## config.mk

```make
export PLATFORM = sky130hd
export DESIGN_NAME = keypad_scanner_4x4_flat
export DESIGN_NICKNAME = d
export VERILOG_FILES = /design/src/rtl/keypad_scanner_4x4_pkg.sv /design/src/rtl/keypad_scanner_4x4_if.sv /design/src/rtl/keypad_scanner_4x4_debounce.sv /design/src/rtl/keypad_scanner_4x4.sv /design/src/flat_wrapper.sv
export SDC_FILE = /design/constraint.sdc
export NUM_CORES = 1
export LEC_CHECK = 0
export CAP_MARGIN = 40
export CORE_ASPECT_RATIO = 1.25
export CORE_MARGIN = 1
export CORE_UTILIZATION = 40
export DETAILED_ROUTE_END_ITERATION = 10
export GPL_TIMING_DRIVEN = 0
export PLACE_DENSITY = 0.69
export SETUP_SLACK_MARGIN = 0.3
export SLEW_MARGIN = 20
export SYNTH_ARGS = -nofsm -noshare
export SYNTH_HDL_FRONTEND = slang
export SYNTH_SLANG_ARGS = --single-unit
```

## constraint.sdc

```tcl
create_clock -name clk_i -period 3.6 [get_ports clk_i]
set_input_delay 0.72 -clock clk_i [delete_from_list [all_inputs] [get_ports clk_i]]
set_output_delay 0.72 -clock clk_i [all_outputs]
set_load 0.05 [all_outputs]
```

## src/rtl/keypad_scanner_4x4_pkg.sv

```systemverilog
// keypad_pkg: shared types and helpers for the 4x4 keypad scanner.
// Latency: none (types, constants and pure functions only).
// Backpressure: not applicable.
// Contents: key_code_t, kp_state_t, kp_res_t (pressed flag + code), KP_COLS/KP_ROWS,
//           kp_encode (row bits + column -> code), kp_pick (higher code wins).
package keypad_pkg;

   localparam int KP_COLS = 4;
   localparam int KP_ROWS = 4;

   typedef logic [3:0] key_code_t;

   typedef enum logic {IDLE = 1'b0, HELD = 1'b1} kp_state_t;

   // code is kept at zero whenever pressed is clear, so whole-struct compares are exact
   typedef struct packed {
      logic      pressed;
      key_code_t code;
   } kp_res_t;

   localparam kp_res_t KP_NONE = '0;

   // Rows are active-low. Scanning upward lets the highest pressed row overwrite lower ones.
   function automatic kp_res_t kp_encode(input logic [KP_ROWS-1:0] rows_n, input logic [1:0] col);
      kp_res_t r;
      r = KP_NONE;
      for (int i = 0; i < KP_ROWS; i++) begin
         if (!rows_n[i]) begin
            r.pressed = 1'b1;
            r.code    = {i[1:0], col};
         end
      end
      return r;
   endfunction

   function automatic kp_res_t kp_pick(input kp_res_t a, input kp_res_t b);
      if (b.pressed && (!a.pressed || (b.code > a.code))) return b;
      return a;
   endfunction

endpackage

```

## src/rtl/keypad_scanner_4x4_if.sv

```systemverilog
// keypad_scanner_4x4_if: key event valid/ready channel from scanner to consumer.
// Latency: none (wires only).
// Backpressure: the consumer holds key_ready low to stall; the producer keeps key_code stable meanwhile.
// Signals: key_valid (event pending), key_code (row*4+col), key_ready (consumer accepts).
interface keypad_scanner_4x4_if;
   import keypad_pkg::*;

   logic      key_valid;
   key_code_t key_code;
   logic      key_ready;

   modport master (output key_valid, output key_code, input key_ready);
   modport slave  (input key_valid, input key_code, output key_ready);

endinterface

```

## src/rtl/keypad_scanner_4x4_debounce.sv

```systemverilog
// keypad_debounce: accepts a new stable sweep result after DEBOUNCE_SCANS identical sweeps.
// Latency: stable_o / change_o / sweep_o update one cycle after the accepting sweep_done_i.
// Backpressure: none; consumes one result per sweep_done_i strobe.
// Ports: clk_i, rst_i (sync, active-high), sweep_done_i, res_i (sweep result),
//        stable_o (debounced result), change_o (1-cycle, stable_o just changed),
//        sweep_o (sweep_done_i delayed to line up with change_o).
module keypad_debounce
   import keypad_pkg::*;
#(
   parameter int DEBOUNCE_SCANS = 4
) (
   input  logic    clk_i,
   input  logic    rst_i,
   input  logic    sweep_done_i,
   input  kp_res_t res_i,
   output kp_res_t stable_o,
   output logic    change_o,
   output logic    sweep_o
);

   localparam int                CNT_W   = $clog2(DEBOUNCE_SCANS + 1);
   localparam logic [CNT_W-1:0]  CNT_MAX = CNT_W'(DEBOUNCE_SCANS);

   kp_res_t          prev_q, stable_q;
   logic [CNT_W-1:0] cnt_q, cnt_d;
   logic             change_q, sweep_q;

   // Run length of the current result, saturating so a long hold cannot wrap.
   always_comb begin
      cnt_d = cnt_q;
      if (res_i != prev_q)      cnt_d = CNT_W'(1);
      else if (cnt_q != CNT_MAX) cnt_d = cnt_q + 1'b1;
   end

   always_ff @(posedge clk_i) begin
      if (rst_i) begin
         prev_q   <= KP_NONE;
         stable_q <= KP_NONE;
         cnt_q    <= '0;
         change_q <= 1'b0;
         sweep_q  <= 1'b0;
      end else begin
         change_q <= 1'b0;
         sweep_q  <= sweep_done_i;
         if (sweep_done_i) begin
            prev_q <= res_i;
            cnt_q  <= cnt_d;
            if ((cnt_d == CNT_MAX) && (res_i != stable_q)) begin
               stable_q <= res_i;
               change_q <= 1'b1;
            end
         end
      end
   end

   assign stable_o = stable_q;
   assign change_o = change_q;
   assign sweep_o  = sweep_q;

endmodule

```

## src/rtl/keypad_scanner_4x4.sv

```systemverilog
// keypad_scanner_4x4: scans a 4x4 hex key matrix and emits one code per debounced press.
// Latency: press to key_valid is DEBOUNCE_SCANS..DEBOUNCE_SCANS+1 sweeps plus a few cycles.
// Backpressure: one-entry output register; a new event while it is full and not drained is dropped with an overflow pulse.
// Ports: clk_i, rst_i (sync, active-high), col_n_o (one column low), row_n_i (raw rows, async),
//        key_down_o (debounced key held), overflow_o (1-cycle drop pulse), kp_if (master: key_valid/key_code/key_ready).
// Config: define KEYPAD_SCANNER_REPEAT_EN to add auto-repeat (REPEAT_DELAY then every REPEAT_RATE sweeps).
module keypad_scanner_4x4
   import keypad_pkg::*;
#(
   parameter int SCAN_DIV       = 16,
   parameter int DEBOUNCE_SCANS = 4,
   parameter int REPEAT_DELAY   = 32,
   parameter int REPEAT_RATE    = 8
) (
   input  logic                clk_i,
   input  logic                rst_i,
   output logic [KP_COLS-1:0]  col_n_o,
   input  logic [KP_ROWS-1:0]  row_n_i,
   output logic                key_down_o,
   output logic                overflow_o,
   keypad_scanner_4x4_if.master kp_if
);

   localparam int              DIV_W    = $clog2(SCAN_DIV);
   localparam logic [DIV_W-1:0] DIV_LAST = DIV_W'(SCAN_DIV - 1);

   logic [KP_ROWS-1:0] sync1_q, sync2_q;
   logic [DIV_W-1:0]   div_cnt_q;
   logic [1:0]         col_idx_q;
   logic [KP_COLS-1:0] col_n_q;
   kp_res_t            acc_q, res_q, samp, merged;
   logic               sweep_done_q;

   kp_res_t            stb;
   logic               stb_chg, sweep_tick;

   kp_state_t          state_q;
   logic               key_valid_q, overflow_q, ev_vld;
   key_code_t          key_code_q;

   // ---------------- row synchroniser and column sequencing ----------------
   always_comb begin
      samp   = kp_encode(sync2_q, col_idx_q);
      merged = kp_pick(acc_q, samp);
   end

   always_ff @(posedge clk_i) begin
      if (rst_i) begin
         sync1_q      <= '1;
         sync2_q      <= '1;
         div_cnt_q    <= '0;
         col_idx_q    <= '0;
         col_n_q      <= 4'b1110;
         acc_q        <= KP_NONE;
         res_q        <= KP_NONE;
         sweep_done_q <= 1'b0;
      end else begin
         sync1_q      <= row_n_i;
         sync2_q      <= sync1_q;
         sweep_done_q <= 1'b0;
         if (div_cnt_q == DIV_LAST) begin
            // last cycle of the slot: rows have settled through the synchroniser
            div_cnt_q <= '0;
            col_idx_q <= col_idx_q + 2'd1;
            col_n_q   <= {col_n_q[KP_COLS-2:0], col_n_q[KP_COLS-1]};
            if (col_idx_q == 2'd3) begin
               res_q        <= merged;
               sweep_done_q <= 1'b1;
               acc_q        <= KP_NONE;
            end else begin
               acc_q <= merged;
            end
         end else begin
            div_cnt_q <= div_cnt_q + 1'b1;
         end
      end
   end

   keypad_debounce #(
      .DEBOUNCE_SCANS (DEBOUNCE_SCANS)
   ) u_debounce (
      .clk_i        (clk_i),
      .rst_i        (rst_i),
      .sweep_done_i (sweep_done_q),
      .res_i        (res_q),
      .stable_o     (stb),
      .change_o     (stb_chg),
      .sweep_o      (sweep_tick)
   );

   // ---------------- event FSM and output register ----------------
`ifdef KEYPAD_SCANNER_REPEAT_EN
   localparam int RPT_MAX = (REPEAT_DELAY > REPEAT_RATE) ? REPEAT_DELAY : REPEAT_RATE;
   localparam int RPT_W   = $clog2(RPT_MAX + 1);

   logic [RPT_W-1:0] rpt_cnt_q, rpt_cnt_d;
   logic             rpt_phase_q, rpt_phase_d;   // 0: waiting for first repeat, 1: repeating
`endif

   // A stable change to a pressed key is always a new key (IDLE->HELD or K->J).
   always_comb begin
      ev_vld = 1'b0;
`ifdef KEYPAD_SCANNER_REPEAT_EN
      rpt_cnt_d   = rpt_cnt_q;
      rpt_phase_d = rpt_phase_q;
`endif
      case (state_q)
         IDLE: begin
            ev_vld = stb_chg && stb.pressed;
`ifdef KEYPAD_SCANNER_REPEAT_EN
            rpt_cnt_d   = '0;
            rpt_phase_d = 1'b0;
`endif
         end
         HELD: begin
            ev_vld = stb_chg && stb.pressed;
`ifdef KEYPAD_SCANNER_REPEAT_EN
            if (stb_chg) begin
               rpt_cnt_d   = '0;
               rpt_phase_d = 1'b0;
            end else if (sweep_tick) begin
               rpt_cnt_d = rpt_cnt_q + 1'b1;
               if (rpt_cnt_d == (rpt_phase_q ? RPT_W'(REPEAT_RATE) : RPT_W'(REPEAT_DELAY))) begin
                  ev_vld      = 1'b1;
                  rpt_cnt_d   = '0;
                  rpt_phase_d = 1'b1;
               end
            end
`endif
         end
         default: ev_vld = 1'b0;
      endcase
   end

   always_ff @(posedge clk_i) begin
      if (rst_i) begin
         state_q     <= IDLE;
         key_valid_q <= 1'b0;
         key_code_q  <= '0;
         overflow_q  <= 1'b0;
`ifdef KEYPAD_SCANNER_REPEAT_EN
         rpt_cnt_q   <= '0;
         rpt_phase_q <= 1'b0;
`endif
      end else begin
         overflow_q <= 1'b0;
         if (stb_chg) state_q <= stb.pressed ? HELD : IDLE;
`ifdef KEYPAD_SCANNER_REPEAT_EN
         rpt_cnt_q   <= rpt_cnt_d;
         rpt_phase_q <= rpt_phase_d;
`endif
         if (ev_vld) begin
            // a same-cycle handshake frees the register for the new event
            if (!key_valid_q || kp_if.key_ready) begin
               key_valid_q <= 1'b1;
               key_code_q  <= stb.code;
            end else begin
               overflow_q <= 1'b1;
            end
         end else if (kp_if.key_ready) begin
            key_valid_q <= 1'b0;
         end
      end
   end

   assign col_n_o         = col_n_q;
   assign key_down_o      = stb.pressed;
   assign overflow_o      = overflow_q;
   assign kp_if.key_valid = key_valid_q;
   assign kp_if.key_code  = key_code_q;

endmodule

```

## src/flat_wrapper.sv

```systemverilog
// flat-port wrapper written by rule: the top's interface ports become plain ports
module keypad_scanner_4x4_flat import keypad_pkg::*;
#(
   parameter int SCAN_DIV       = 16,
   parameter int DEBOUNCE_SCANS = 4,
   parameter int REPEAT_DELAY   = 32,
   parameter int REPEAT_RATE    = 8
)
  (clk_i, rst_i, col_n_o, row_n_i, key_down_o, overflow_o, kp_if_key_valid, kp_if_key_code, kp_if_key_ready);
  keypad_scanner_4x4_if kp_if_i ();
  input  logic clk_i;
  input  logic rst_i;
  output logic [KP_COLS-1:0] col_n_o;
  input  logic [KP_ROWS-1:0] row_n_i;
  output logic key_down_o;
  output logic overflow_o;
  output wire logic [$bits(kp_if_i.key_valid)-1:0] kp_if_key_valid;
  output wire logic [$bits(kp_if_i.key_code)-1:0] kp_if_key_code;
  input wire logic [$bits(kp_if_i.key_ready)-1:0] kp_if_key_ready;
  assign kp_if_key_valid = kp_if_i.key_valid;
  assign kp_if_key_code = kp_if_i.key_code;
  assign kp_if_i.key_ready = kp_if_key_ready;
  keypad_scanner_4x4 #(.SCAN_DIV(SCAN_DIV), .DEBOUNCE_SCANS(DEBOUNCE_SCANS), .REPEAT_DELAY(REPEAT_DELAY), .REPEAT_RATE(REPEAT_RATE)) u_core (.clk_i(clk_i), .rst_i(rst_i), .col_n_o(col_n_o), .row_n_i(row_n_i), .key_down_o(key_down_o), .overflow_o(overflow_o), .kp_if(kp_if_i));
endmodule
```

* Yosys cells after proc, flatten, opt, wreduce, memory -nomap -nowiden *
Cells that the tools add are included.

storage, ports and cells
  register bits after elaboration = 49
  input bits = 7
  logic and storage cells = 65

cells by class
  add/sub/neg operators = 3
  magnitude comparators = 1
  eq/ne operators = 7
  muxes and demuxes = 16
  bitwise logic cells = 3
  reductions and logical operators = 16

operator list
  cell                                          count
  2-to-1 mux 5 bit                              7
  != test 5 bit                                 2
  AND reduction 2 bit                           4
  OR reduction 2 bit                            4
  2-to-1 mux 1 bit                              7
  2-to-1 mux 3 bit                              2
  adder 4 x 1 -> 4 bit (second input constant)  1
  equality test 4 bit (second input constant)   1
  greater-than comparator 4 bit                 1
  adder 3 x 1 -> 3 bit (second input constant)  1
  equality test 3 bit (second input constant)   1
  logical AND 1 bit                             3
  != test 3 bit (second input constant)         1
  NOT 1 bit                                     3
  adder 2 x 1 -> 2 bit (second input constant)  1
  equality test 2 bit (second input constant)   1
  logical NOT 1 bit                             2
  logical OR 1 bit                              2
  != test 2 bit (second input constant)         1
  nonzero test 2 bit                            1

* Logic depth before layout (Yosys ltp) *
  depth in word-level cells = 10
  gate-level depth with buffers = 10
  gate-level depth less buffers = 9

* By module *
A second synthesis with hierarchy kept.

unflattened totals
  cell total of the unflattened synthesis = 222
  area total of the unflattened synthesis = 2179.6 sq um

by module, submodules not included
  module              instances  cells each  area each (sq um)  seq. area each (sq um)
  keypad_scanner_4x4  1          145         1427.6             700.7
  keypad_debounce     1          77          752.0              300.3

* Worst setup path before layout *
OpenSTA, ideal clock, no wires.

  path type = register to register
  start point = register u_core.sync2_q[2]
  end point = register u_core.acc_q[2] (netlist bit)
  setup time = 0.120 ns
  arrival time = 2.072 ns
  required time = 3.480 ns
  setup slack = 1.409 ns
  cell stages (with the launch flop) = 11
  path buffers = 2
  clock period less this slack = 2.191 ns
  cell sequence = dfxtp_1 -> nand4_1 -> clkbuf_1 -> and2_1 -> ha_1 -> nor2b_1 -> o211ai_1 -> a21oi_2 -> and2_1 -> buf_2 -> a211o_1

on the way
  cells in the longest elaborated chain, start to end = 8
  elaborated cells between the ends (all ways) = 9
  those cells by class = 1 x order compare; 6 x mux; 2 x reduce/logical

RTL lines
  what                               RTL line                      text
  from (decl)                        keypad_scanner_4x4.sv:27      logic [KP_ROWS-1:0] sync1_q, sync2_q;
  from (signal assigned)             keypad_scanner_4x4.sv:59      sync2_q <= sync1_q;
  2-to-1 mux 5 bit (*) (2 in a row)  keypad_scanner_4x4_pkg.sv:28  if (!rows_n[i]) begin
  greater-than comparator 4 bit      keypad_scanner_4x4_pkg.sv:37  if (b.pressed && (!a.pressed || (b.code > a.code))) return b;
  logical OR 1 bit                   keypad_scanner_4x4_pkg.sv:37
  logical AND 1 bit                  keypad_scanner_4x4_pkg.sv:37
  2-to-1 mux 1 bit                   keypad_scanner_4x4_pkg.sv:37
  2-to-1 mux 5 bit (*)               keypad_scanner_4x4_pkg.sv:38  return a;
  2-to-1 mux 5 bit (*)               keypad_scanner_4x4.sv:66      if (col_idx_q == 2'd3) begin
  to (signal assigned)               keypad_scanner_4x4.sv:71      acc_q <= merged;
  to (decl)                          keypad_scanner_4x4.sv:31      kp_res_t acc_q, res_q, samp, merged;

Every way passes the cells marked *; elsewhere a longest branch is shown, timed or not. The select of a mux whose other input is x is not followed.
A chain may end at the register's enable or synchronous reset.

* Worst setup path in the final report *
  start point = register u_core.sync2_q[2]
  end point = register u_core.acc_q[0] (netlist bit)

Same word-level chain as after synthesis.

==> metrics.md <==
| Metric | Value |
|---|---|
| Max stage delay cell, worst path | `a21oi_2` |
| Cell variety after synth | `45` |
| CTS tree | `built` |
| Root Buffer | `clkbuf_8` |
| Hold-critical path depth | `1` |
| Area Overhead vs Synth | `15.27%` |
| CTS Buffer Depth | `2` |
| Syn nets | `about 250` |
| Main synth FF type | `dfxtp_1` |
| Fmax | `a little over 400 MHz` |
| Pwr/cell area | `371.8 nW/um2` |
| Final Hold Fails | `0` |
| Hold Path Class | `reg2reg` |
| Relative slew margins | `65.67%` |
| Via count | `1643` |
| Fin nets | `approximately 270` |
| Resized Gates After CTS | `0` |
| Maximum vdd drop | `slightly above 0.3 mV` |
| Post-Syn Instances | `about 230` |
| Yosys top cell area share | `between 40 and 50%` |
| Layout cells sized above 1 | `10.47%` |
| Initial DRC count | `50` |
| Critical path capture point type | `flop` |
| Crit start category | `flop` |
| Core area | `slightly above 5000 um2` |
| First-pass GRT wire length | `6969 um` |
| RD Place Congestion | `a little under 0.8` |
| Most frequent cells in the layout | `dfxtp_1, nand2_1, clkdlybuf4s50_1, nor2_1, mux2i_1` |
| Worst reg2reg path depth | `10` |
| Most common cell after layout, fill and taps aside | `dfxtp_1` |
| Crit share post-route | `between 60% and 70%` |
| Crit Path Category | `reg2reg` |
| Pleak | `between 0.9 and 1 nW` |
| Hold Buf Count CTS | `0` |
| Total CTS buffers | `5` |
| Fin util | `48.93%` |
| Design area | `roughly 2500 um2` |
| FP Rows | `29` |
| Final wirelength | `4167 um` |
| Gr usage total | `16.13%` |
| Initial core utilization | `42.45%` |
| H-tree lvl count | `2` |
| Yosys Warn Count | `0` |
| First-pass DRT Iterations | `4` |
| Sum Neg Setup Slack | `0 ps` |
| HPWL Detailed | `3065 um` |
| Cell mode on critical path | `and2_1` |
| ANT cells | `0` |
| Setup violations, final | `0` |
| DRC Markers | `0` |
| Max-Cap Viols | `0` |
| Max FO, Critical Path | `10` |
| Avg Inst Size Synth | `9.347 um2` |
| Clock Sinks | `49` |
| Die Ht | `between 80 and 90 um` |
| Max incr delay on CP | `about 400 ps` |
| Antenna violations before repair | `0` |
| Die ar. | `between 5000 and 6000 um2` |
| Dominant cell type by area after synthesis | `dfxtp_1` |
| Synth async-reset ratio | `0%` |
| Minimum clock period | `about 2500 ps` |
| #FFs+latches synth | `about 50` |
| Number of synthesized flops with an enable pin | `0` |
| Vias/cell | `5.134` |
| Grt total ovfl | `0` |
| Chip Width | `slightly below 70 um` |
| CP required | `between 3000 and 4000 ps` |
| IO Port Bufs | `16` |
| Clock latency on the worst-skew pair | `approximately 310 ps` |
| Synth top area cells | `dfxtp_1, mux2i_1, ha_1` |
| Clock-pin slew on the worst setup and hold paths | `roughly 80 ps` |
| Worst Tran Pin Value | `515.0 ps` |
| Avg WL per Cell | `roughly 13 um` |
| Clock Skew | `12.94 ps` |
| Pin count of the biggest net entering global routing | `16` |
| Unrepaired setup endpoints after global routing | `false` |
| Vias in the first global route | `1576` |
| Setup bufs post-CTS | `0` |
| Register area share after synthesis | `roughly 45%` |
| Run status | `complete, no violations` |
| I/O pins | `18` |
| Power, Total | `between 0.9 and 1 mW` |
| Mapped cell area | `around 2200 um2` |
| Placed instance area | `2425 um2` |
| Crit path DAT | `between 2000 and 3000 ps` |
| CP cell instances | `nand4_1, clkbuf_1, and2_1, ha_1, nor2b_1, o211ai_1, a21oi_2, and2_1, buf_2, o311ai_2` |
| Worst R2R Setup Slack | `1110 ps` |
| Max-slew violation count | `0` |
| Final ANT Viol Nets | `0` |
==> state kept, by name, indices dropped and copies added (netlist names) <==
register,flops
u_core.u_debounce.stable_o,5
u_core.u_debounce.cnt_q,3
u_core.sync2_q,4
u_core.u_debounce.change_o,1
u_core.sweep_done_q,1
u_core.sync1_q,4
u_core.col_idx_q,2
u_core.res_q,5
u_core.kp_if.key_code,4
u_core.kp_if.key_valid,1
u_core.overflow_o,1
u_core.div_cnt_q,4
u_core.acc_q,5
u_core.col_n_o,4
u_core.u_debounce.prev_q,5
==> Yosys cell counts (7+ instances only) <==
master,n
dfxtp_1,49
nand2_1,26
nor2_1,15
mux2i_1,14
nand2b_1,10
xnor2_1,10
inv_1,9
a21oi_1,8
ha_1,8
or2_2,8
clkbuf_1,7
==> cell type report <==
cell class	instances	area, um2
Inverter	9	33.78
Buffer	14	66.31
Tap cell	62	77.57
Timing Repair Buffer	16	160.2
Clock buffer	6	82.58
Sequential cell	49	980.9
Clock inverter	2	13.76
Fill cell	507	2631
Multi-Input combinational cell	162	1106
==> final timing paths <==
kind | endpoint | from
max | u_core.acc_q[0]$_SDFFE_PP0P_ | u_core.sync2_q[2]$_SDFF_PP1_
min | u_core.sync2_q[1]$_SDFF_PP1_ | u_core.sync1_q[1]$_SDFF_PP1_
max reg2reg | u_core.acc_q[0]$_SDFFE_PP0P_ | u_core.sync2_q[2]$_SDFF_PP1_
min reg2reg | u_core.sync2_q[1]$_SDFF_PP1_ | u_core.sync1_q[1]$_SDFF_PP1_
==> worst max-delay path, delay by kind of cell (launching register included) <==
| family | cells | cell delay, ps |
|---|---|---|
| compound gates | 3 | 620 |
| buf+inv | 2 | 450 |
| flops | 1 | 350 |
| fa+ha+maj | 1 | 280 |
| simple gates | 4 | 670 |
==> metal layers <==
layer,vias up,track usage (%),wire length (um)
li1,850,-,-
met1,766,18.62,1905
met2,19,27.09,2062
met3,8,3.668,110
met4,0,7.765,89
met5,-,0,0
==> report_power, final <==
part	total, mW	switching, mW	internal, mW
Clock	0.338	0.182	0.156
Combinational	0.0462	0.0264	0.0198
Sequential	0.553	0.00440	0.549
==> kinds of logic (layout without fill, tap and decap cells) <==
family / Yosys count / after routing / share of synthesized area (%)
adders and majority gates: 8 / 8 / 4.577
muxes: 14 / 14 / 6.407
xor gates and xnor gates: 13 / 13 / 5.206
AOI/OAI and AO/OA: 31 / 31 / 11.27
DFF: 49 / 49 / 44.85
buffers and inverters: 23 / 47 / 4.576
and+or+nand+nor: 96 / 96 / 23.11
==> stage by stage <==
stage          hold WS [ps]  setup WS, ps  cells
3_3_place_gp          391.4          1133    312
5_1_grt               421.6         951.7    320
3_5_place_dp          393.8          1124    312
2_1_floorplan         389.5          1409    234
4_1_cts               412.8          1111    320
6_report              411.4          1113    320
Note: power is estimated with default switching activity, not from simulation.
